[src/rtl/mc_control_fsm.sv]
// ---------------------------------------------------------------------------
// mc_control_fsm
// Multi-cycle main control unit for the MIPS datapath. This is a Moore FSM that
// steps through the FETCH/DECODE/EXEC/MEM/WB phases. Decoding covers R-type
// funct values, a memory ready handshake with a wait timeout, and a sticky
// illegal-operation trap.
//
// Ports
//   clk, rst     clock (rising edge), synchronous active-high reset
//   op, funct    IR[31:26] and IR[5:0]; op is valid from DECODE onward
//   mem_ready    memory completes the current access this cycle
//   zero, neg    ALU result flags used for branch resolution
//   pc_write     PC load enable        pc_src     0 PC+4, 1 ALUOut, 2 jump
//   ir_write     IR load enable        iord       memory address 0 PC, 1 ALUOut
//   mem_read     0 none, 1 byte, 2 half, 3 word
//   mem_write    0 none, 1 byte, 2 half, 3 word
//   reg_dst      0 rt, 1 rd, 2 $31     mem_to_reg 0 ALUOut, 1 MDR, 2 PC
//   reg_write    register file write enable
//   alu_src_a    0 PC, 1 rs            alu_src_b  0 rt, 1 4, 2 imm, 3 imm<<2
//   alu_ctrl     ALU operation code    inm        immediate operand selected
//   state        current state (debug) illegal    sticky trap indicator
// ---------------------------------------------------------------------------
module mc_control_fsm #(
  parameter int MEM_TIMEOUT     = 15,
  parameter bit TRAP_ON_ILLEGAL = 1'b1,
  parameter int ALUCW           = 4
) (
  input  logic             clk,
  input  logic             rst,
  input  logic [5:0]       op,
  input  logic [5:0]       funct,
  input  logic             mem_ready,
  input  logic             zero,
  input  logic             neg,
  output logic             pc_write,
  output logic [1:0]       pc_src,
  output logic             ir_write,
  output logic             iord,
  output logic [1:0]       mem_read,
  output logic [1:0]       mem_write,
  output logic [1:0]       reg_dst,
  output logic [1:0]       mem_to_reg,
  output logic             reg_write,
  output logic             alu_src_a,
  output logic [1:0]       alu_src_b,
  output logic [ALUCW-1:0] alu_ctrl,
  output logic             inm,
  output logic [3:0]       state,
  output logic             illegal
);

  typedef enum logic [3:0] {
    S_FETCH  = 4'd0,  S_DECODE = 4'd1,  S_EXEC_R = 4'd2,  S_EXEC_I = 4'd3,
    S_ADDR   = 4'd4,  S_MEM_RD = 4'd5,  S_MEM_WB = 4'd6,  S_MEM_WR = 4'd7,
    S_BRANCH = 4'd8,  S_JUMP   = 4'd9,  S_ALU_WB = 4'd10, S_TRAP   = 4'd11
  } state_t;

  localparam logic [5:0] OP_R    = 6'b000000, OP_ADDI = 6'b001000, OP_ANDI = 6'b001100,
                         OP_ORI  = 6'b001101, OP_SLTI = 6'b001010, OP_LUI  = 6'b001111,
                         OP_LB   = 6'b100000, OP_LH   = 6'b100001, OP_LW   = 6'b100011,
                         OP_SB   = 6'b101000, OP_SH   = 6'b101001, OP_SW   = 6'b101011,
                         OP_BEQ  = 6'b000100, OP_BNE  = 6'b000101, OP_BGEZ = 6'b000001,
                         OP_J    = 6'b000010, OP_JAL  = 6'b000011;

  localparam logic [ALUCW-1:0] ALU_AND = ALUCW'(4'b0000), ALU_OR  = ALUCW'(4'b0001),
                               ALU_ADD = ALUCW'(4'b0010), ALU_SUB = ALUCW'(4'b0110),
                               ALU_SLT = ALUCW'(4'b0111), ALU_NOR = ALUCW'(4'b1100),
                               ALU_LUI = ALUCW'(4'b1000);

  // Where an unknown op/funct goes; only a memory timeout traps unconditionally.
  localparam state_t ILL_NEXT = TRAP_ON_ILLEGAL ? S_TRAP : S_FETCH;

  localparam int CW = $clog2(MEM_TIMEOUT + 1);

  state_t        state_q, state_d;
  logic [CW-1:0] cnt_q, cnt_d;
  logic          illegal_q, illegal_d;
  logic          rdst_q, rdst_d;     // 1: ALU_WB writes rd (R-type), 0: rt (I-type)
  logic          timeout;

  // Access size is encoded in op[1:0] for both the load and the store groups.
  function automatic logic [1:0] mem_size(input logic [1:0] lo);
    case (lo)
      2'b00:   return 2'd1;
      2'b01:   return 2'd2;
      default: return 2'd3;
    endcase
  endfunction

  // cnt_q counts completed waiting cycles, so the current one is number cnt_q+1.
  assign timeout = (cnt_q == CW'(MEM_TIMEOUT - 1));

  always_comb begin
    state_d    = state_q;
    cnt_d      = '0;
    rdst_d     = rdst_q;
    pc_write   = 1'b0;
    pc_src     = 2'd0;
    ir_write   = 1'b0;
    iord       = 1'b0;
    mem_read   = 2'd0;
    mem_write  = 2'd0;
    reg_dst    = 2'd0;
    mem_to_reg = 2'd0;
    reg_write  = 1'b0;
    alu_src_a  = 1'b0;
    alu_src_b  = 2'd0;
    alu_ctrl   = '0;

    case (state_q)
      S_FETCH: begin
        mem_read  = 2'd3;
        alu_src_b = 2'd1;
        alu_ctrl  = ALU_ADD;
        if (mem_ready) begin
          ir_write = 1'b1;
          pc_write = 1'b1;
          state_d  = S_DECODE;
        end else if (timeout) begin
          state_d = S_TRAP;
        end else begin
          cnt_d = cnt_q + CW'(1);
        end
      end
      S_DECODE: begin
        alu_src_b = 2'd3;
        alu_ctrl  = ALU_ADD;
        case (op)
          OP_R:                                     state_d = S_EXEC_R;
          OP_ADDI, OP_ANDI, OP_ORI, OP_SLTI, OP_LUI: state_d = S_EXEC_I;
          OP_LB, OP_LH, OP_LW, OP_SB, OP_SH, OP_SW:  state_d = S_ADDR;
          OP_BEQ, OP_BNE, OP_BGEZ:                  state_d = S_BRANCH;
          OP_J, OP_JAL:                             state_d = S_JUMP;
          default:                                  state_d = ILL_NEXT;
        endcase
      end
      S_EXEC_R: begin
        alu_src_a = 1'b1;
        rdst_d    = 1'b1;
        state_d   = S_ALU_WB;
        case (funct)
          6'b100000: alu_ctrl = ALU_ADD;
          6'b100010: alu_ctrl = ALU_SUB;
          6'b100100: alu_ctrl = ALU_AND;
          6'b100101: alu_ctrl = ALU_OR;
          6'b101010: alu_ctrl = ALU_SLT;
          6'b100111: alu_ctrl = ALU_NOR;
          default:   state_d  = ILL_NEXT;
        endcase
      end
      S_EXEC_I: begin
        alu_src_a = 1'b1;
        alu_src_b = 2'd2;
        rdst_d    = 1'b0;
        state_d   = S_ALU_WB;
        case (op)
          OP_ADDI: alu_ctrl = ALU_ADD;
          OP_ANDI: alu_ctrl = ALU_AND;
          OP_ORI:  alu_ctrl = ALU_OR;
          OP_SLTI: alu_ctrl = ALU_SLT;
          OP_LUI:  alu_ctrl = ALU_LUI;
          default: state_d  = ILL_NEXT;
        endcase
      end
      S_ALU_WB: begin
        reg_write = 1'b1;
        reg_dst   = rdst_q ? 2'd1 : 2'd0;
        state_d   = S_FETCH;
      end
      S_ADDR: begin
        alu_src_a = 1'b1;
        alu_src_b = 2'd2;
        alu_ctrl  = ALU_ADD;
        case (op)
          OP_LB, OP_LH, OP_LW: state_d = S_MEM_RD;
          OP_SB, OP_SH, OP_SW: state_d = S_MEM_WR;
          default:             state_d = ILL_NEXT;
        endcase
      end
      S_MEM_RD, S_MEM_WR: begin
        iord = 1'b1;
        if (state_q == S_MEM_RD) mem_read  = mem_size(op[1:0]);
        else                     mem_write = mem_size(op[1:0]);
        if (mem_ready) begin
          state_d = (state_q == S_MEM_RD) ? S_MEM_WB : S_FETCH;
        end else if (timeout) begin
          state_d = S_TRAP;
        end else begin
          cnt_d = cnt_q + CW'(1);
        end
      end
      S_MEM_WB: begin
        reg_write  = 1'b1;
        mem_to_reg = 2'd1;
        state_d    = S_FETCH;
      end
      S_BRANCH: begin
        alu_src_a = 1'b1;
        alu_ctrl  = ALU_SUB;
        pc_src    = 2'd1;
        pc_write  = ((op == OP_BEQ) &&  zero) ||
                    ((op == OP_BNE) && !zero) ||
                    ((op == OP_BGEZ) && !neg);
        state_d   = S_FETCH;
      end
      S_JUMP: begin
        pc_src   = 2'd2;
        pc_write = 1'b1;
        if (op == OP_JAL) begin
          reg_write  = 1'b1;
          reg_dst    = 2'd2;
          mem_to_reg = 2'd2;
        end
        state_d = S_FETCH;
      end
      S_TRAP:  state_d = S_TRAP;
      default: state_d = S_FETCH;
    endcase

    illegal_d = illegal_q | (state_d == S_TRAP);

    // Nothing may be enabled in a reset cycle, even mid-instruction.
    if (rst) begin
      pc_write   = 1'b0;
      pc_src     = 2'd0;
      ir_write   = 1'b0;
      iord       = 1'b0;
      mem_read   = 2'd0;
      mem_write  = 2'd0;
      reg_dst    = 2'd0;
      mem_to_reg = 2'd0;
      reg_write  = 1'b0;
      alu_src_a  = 1'b0;
      alu_src_b  = 2'd0;
      alu_ctrl   = '0;
    end
  end

  assign inm     = (alu_src_b == 2'd2);
  assign state   = rst ? 4'd0 : state_q;
  assign illegal = illegal_q & ~rst;

  always_ff @(posedge clk) begin
    if (rst) begin
      state_q   <= S_FETCH;
      cnt_q     <= '0;
      illegal_q <= 1'b0;
      rdst_q    <= 1'b0;
    end else begin
      state_q   <= state_d;
      cnt_q     <= cnt_d;
      illegal_q <= illegal_d;
      rdst_q    <= rdst_d;
    end
  end

endmodule

[config.mk]
export PLATFORM = sky130hd
export DESIGN_NAME = mc_control_fsm
export DESIGN_NICKNAME = d
export VERILOG_FILES = /design/src/rtl/mc_control_fsm.sv
export SDC_FILE = /design/constraint.sdc
export NUM_CORES = 1
export LEC_CHECK = 0
export CAP_MARGIN = 25
export CORE_MARGIN = 4
export CORE_UTILIZATION = 25
export DETAILED_ROUTE_END_ITERATION = 8
export GPL_ROUTABILITY_DRIVEN = 0
export PLACE_DENSITY_LB_ADDON = 0.25
export SYNTH_ARGS = -nofsm -noshare
export SYNTH_HDL_FRONTEND = slang
export SYNTH_SLANG_ARGS = --single-unit
[constraint.sdc]
create_clock -name clk -period 1.8 [get_ports clk]
set_input_delay 0.27 -clock clk [delete_from_list [all_inputs] [get_ports clk]]
set_output_delay 0.27 -clock clk [all_outputs]
set_load 0.01 [all_outputs]
==> insert_results.sql <==
INSERT INTO impl_metrics (metric_group, metric, value, unit) VALUES
('sta', 'timing_worst_slew_pin_value', '0.410', 'ns'),
('cts', 'cts_hold_buffers', '0', ''),
('synth', 'synthTopCellsByArea', 'dfxtp_1 (17%), nor2_1 (9.9%), nand2_1 (5.1%)', ''),
('worst_setup_path', 'worst_ep_required_time', '1.53', 'ns'),
('synth', 'library_cell_occupying_the_most_area_in_the_post_synthesis_netlist', 'dfxtp_1', ''),
('layout', 'final-seq-area', '211', 'um2'),
('worst_setup_path', 'worstSetupEndpointType', 'primary output', ''),
('pwr', 'pwr_density_cell', '1030', 'mW/mm2'),
('layout', 'antenna-diode-count', '0', ''),
('sta', 'endpoints_failing_hold', '0', ''),
('floorplan', 'floorplan.initialDensity', '0.264', ''),
('synth', 'synth_cell_type_count', '52', ''),
('floorplan', 'num_rows', '24', ''),
('sta', 'slew-limit-headroom', '0.724', ''),
('cts', 'cts.path.max_buffers', '2', ''),
('layout', 'number_of_fill_cells', '437', ''),
('grt', 'grt_pass1_vias', '1481', ''),
('sta', 'clock-skew-final', '0.00266', 'ns'),
('cts', 'worst_setup_hold_path_clk_slew', '0.05', 'ns'),
('grt', 'grt_antenna_before_repair', '0', ''),
('synth', 'synth-seq-cells', '10', ''),
('cts', 'cts_inserted_buffers', '3', ''),
('drt', 'wl_per_cell', '14.0', 'um'),
('floorplan', 'chipWidth', '76.5', 'um'),
('floorplan', 'dieArea', '0.00585', 'mm2'),
('worst_hold_path', 'holdCritPathClass', 'register to register', ''),
('synth', 'synth_area', '0.00117', 'mm2'),
('cts', 'cts.sink_count', '10', ''),
('drt', 'detailed_route_drc_error_count', '0', ''),
('floorplan', 'num_io_pins', '44', ''),
('sta', 'finalCriticalPeriod', '2.19', 'ns'),
('placement', 'dp.cells', '308', ''),
('flow_run', 'maxCapViolations', '0', ''),
('cts', 'clock_tree_from_tritoncts', 'yes', ''),
('grt', 'grt_first_pass_wirelength', '7240', 'um'),
('synth', 'synthDominantCellAreaShare', '0.171', ''),
('sta', 'finalMaxSlewViolations', '0', ''),
('cts', 'htree_num_levels', '1', ''),
('cts', 'clock_insertion_delay_worst_skew', '0.24', 'ns'),
('grt', 'grt_overflow_total', '0', ''),
('layout', 'fin_util', '0.517', ''),
('pwr', 'p_leak', '1.07', 'nW'),
('run_status', 'run_status', 'finished with violations', ''),
('drt', 'detail_route.vias_per_cell', '5.00', ''),
('synth', 'synth.yosys.warnings', '0', ''),
('drt', 'detail_route.iter0.violations', '119', ''),
('worst_setup_path', 'critPathKind', 'register to primary output', ''),
('run_status', 'failing_checks', 'negative setup slack', ''),
('pwr', 'ir_drop', '430', 'uV'),
('synth', 'synthesis.nets', '195', ''),
('layout', 'multi_input_area', '0.00109', 'mm2'),
('drt', 'drt_pass1_iterations', '4', ''),
('placement', 'post_detailed_placement_half_perimeter_wirelength', '3390', 'um'),
('floorplan', 'core_area', '0.00444', 'mm2'),
('sta', 'report.final.setup_viol', '10', ''),
('sta', 'fmax', '456', 'MHz'),
('synth', 'syn-instance-count', '176', ''),
('layout', 'area.growth.synth_to_final', '96.2', '%'),
('worst_setup_path', 'path_max_fanout', '2', ''),
('placement', 'numPortBuffers', '43', ''),
('drt', 'ant_nets', '0', ''),
('synth', 'ys.flop_type', 'dfxtp_1', ''),
('sta', 'final.setup.worst_slack', '-0.392', 'ns'),
('layout', 'finish.cell_count_without_fillers', '319', ''),
('drt', 'detailroute.via_count', '1594', ''),
('grt', 'maximum_number_of_pins_on_one_net_before_global_route_repair', '23', ''),
('cts', 'root_buffer', 'clkbuf_8', ''),
('synth', 'post_synth_edffs', '0', ''),
('synth', 'syn_area_per_cell', '6.66', 'um2'),
('synth', 'postSynth.asyncResetShare', '0', ''),
('worst_setup_path', 'worstSetupStartpointType', 'register', ''),
('drt', 'wl', '4460', 'um'),
('worst_setup_path', 'critPathArrivalTime', '1.92', 'ns'),
('sta', 'grt_setup_unrepaired', 'true', ''),
('grt', 'grt_use_total', '0.149', ''),
('synth', 'synth.yosys.seq_area_share', '0.171', ''),
('floorplan', 'dieHeight', '76.5', 'um'),
('layout', 'drive_above_1_share', '0.442', ''),
('sta', 'layout_worst_path_cycle_share', '1.22', ''),
('layout', 'design.final.nets', '287', '');
where the power goes:
part	leakage [nW]	switching, mW	internal (mW)	total, mW
registers	0.0842	0.0681	0.293	0.361
logic	0.958	0.842	0.869	1.71
clock network	0.0288	0.0988	0.193	0.292
layout by cell type, fill, tap and decap left out, drive strengths merged, types with 3 or more instances in the layout:
cell type,instances
buf,66
nor2,31
nand2,16
clkdlybuf4s50,11
dfxtp,10
inv,9
dlygate4sd2,9
o21ai,8
a21oi,8
nor3,8
clkbuf,7
nor2b,6
clkdlybuf4s15,6
nand2b,5
nand3,4
dlymetal6s2s,4
nand4,3
and2,3
and3,3
nor4,3
or3,3
a2111oi,3
stage by stage:
stage / power (mW) / TNS (ns) / worst slack (ns) / instance area, um2 / hold slack (ns)
floorplan: 1.08 / 0 / 0.0192 / 1170 / 0.425
global placement: 1.85 / -11.08 / -0.826 / 2000 / 0.508
detailed placement: 1.86 / -11.36 / -0.838 / 2000 / 0.523
CTS: 2.23 / -3.13 / -0.460 / 2170 / 0.530
global route: 2.55 / -3.30 / -0.499 / 2300 / 0.562
finish: 2.36 / -2.16 / -0.392 / 2300 / 0.538
synth_stat cells, types with 3 or more instances:
| cell type | count |
|---|---|
| and3_1 | 3 |
| nor3_1 | 7 |
| dfxtp_1 | 10 |
| nand3_1 | 4 |
| or3_1 | 3 |
| nand2b_1 | 5 |
| o21ai_0 | 8 |
| nand4_1 | 3 |
| and2_1 | 3 |
| inv_1 | 9 |
| clkbuf_1 | 5 |
| buf_2 | 6 |
| a21oi_1 | 8 |
| nor2b_1 | 6 |
| nand2_1 | 16 |
| nor2_1 | 31 |
worst paths after layout:
path / start / endpoint / slack, ns / cells past startpoint
hold / removal: cnt_q[0] / cnt_q[0] / 0.54 / 2
hold reg to reg: cnt_q[0] / cnt_q[0] / 0.54 / 2
setup reg to reg: state_q[0] / illegal_q / 0.03 / 6
setup / recovery: state_q[2] / alu_ctrl[2] / -0.39 / 7
layout make-up:
class                           count  share of cell area
Tap cell                           52              0.0283
Clock buffer                        4              0.0239
Timing Repair Buffer               99               0.366
Sequential cell                    10              0.0919
Multi-Input combinational cell    145               0.475
Inverter                            9              0.0147
cells by family after synthesis:
logic type,synth area share
and+or+nand+nor,0.441
buffers and inverters,0.0736
xor gates and xnor gates,0.0224
muxes,0.0181
AOI/OAI and AO/OA,0.244
adders and majority gates,0.0299
DFF,0.171
sequential cells by signal, summed over array words and instances (netlist names):
name	count
cnt_q	4
state_q	4
illegal_q	1
rdst_q	1
worst max-delay path, stage by stage, from the launching register on:
cell and delay, ns:
dfxtp_2 0.32, or4_4 0.54, nor3_4 0.15, nor3b_4 0.22, buf_4 0.13, a32oi_1 0.04
a21oi_1 0.13, buf_2 0.15
layer usage:
layer | global-route usage | part of all wire | vias up
li1 | - | - | 819
met1 | 0.194 | 0.46 | 740
met2 | 0.250 | 0.49 | 29
met3 | 0.0307 | 0.038 | 6
met4 | 0.0380 | 0.015 | 0
met5 | 0 | 0 | -
repair_timing:
item                       4_1_cts  5_1_grt
buffers inserted                 6        4
pin swaps                       13        9
resized for setup               96       35
setup endpoints to repair       31       25
(Power assumes the default switching activity.)
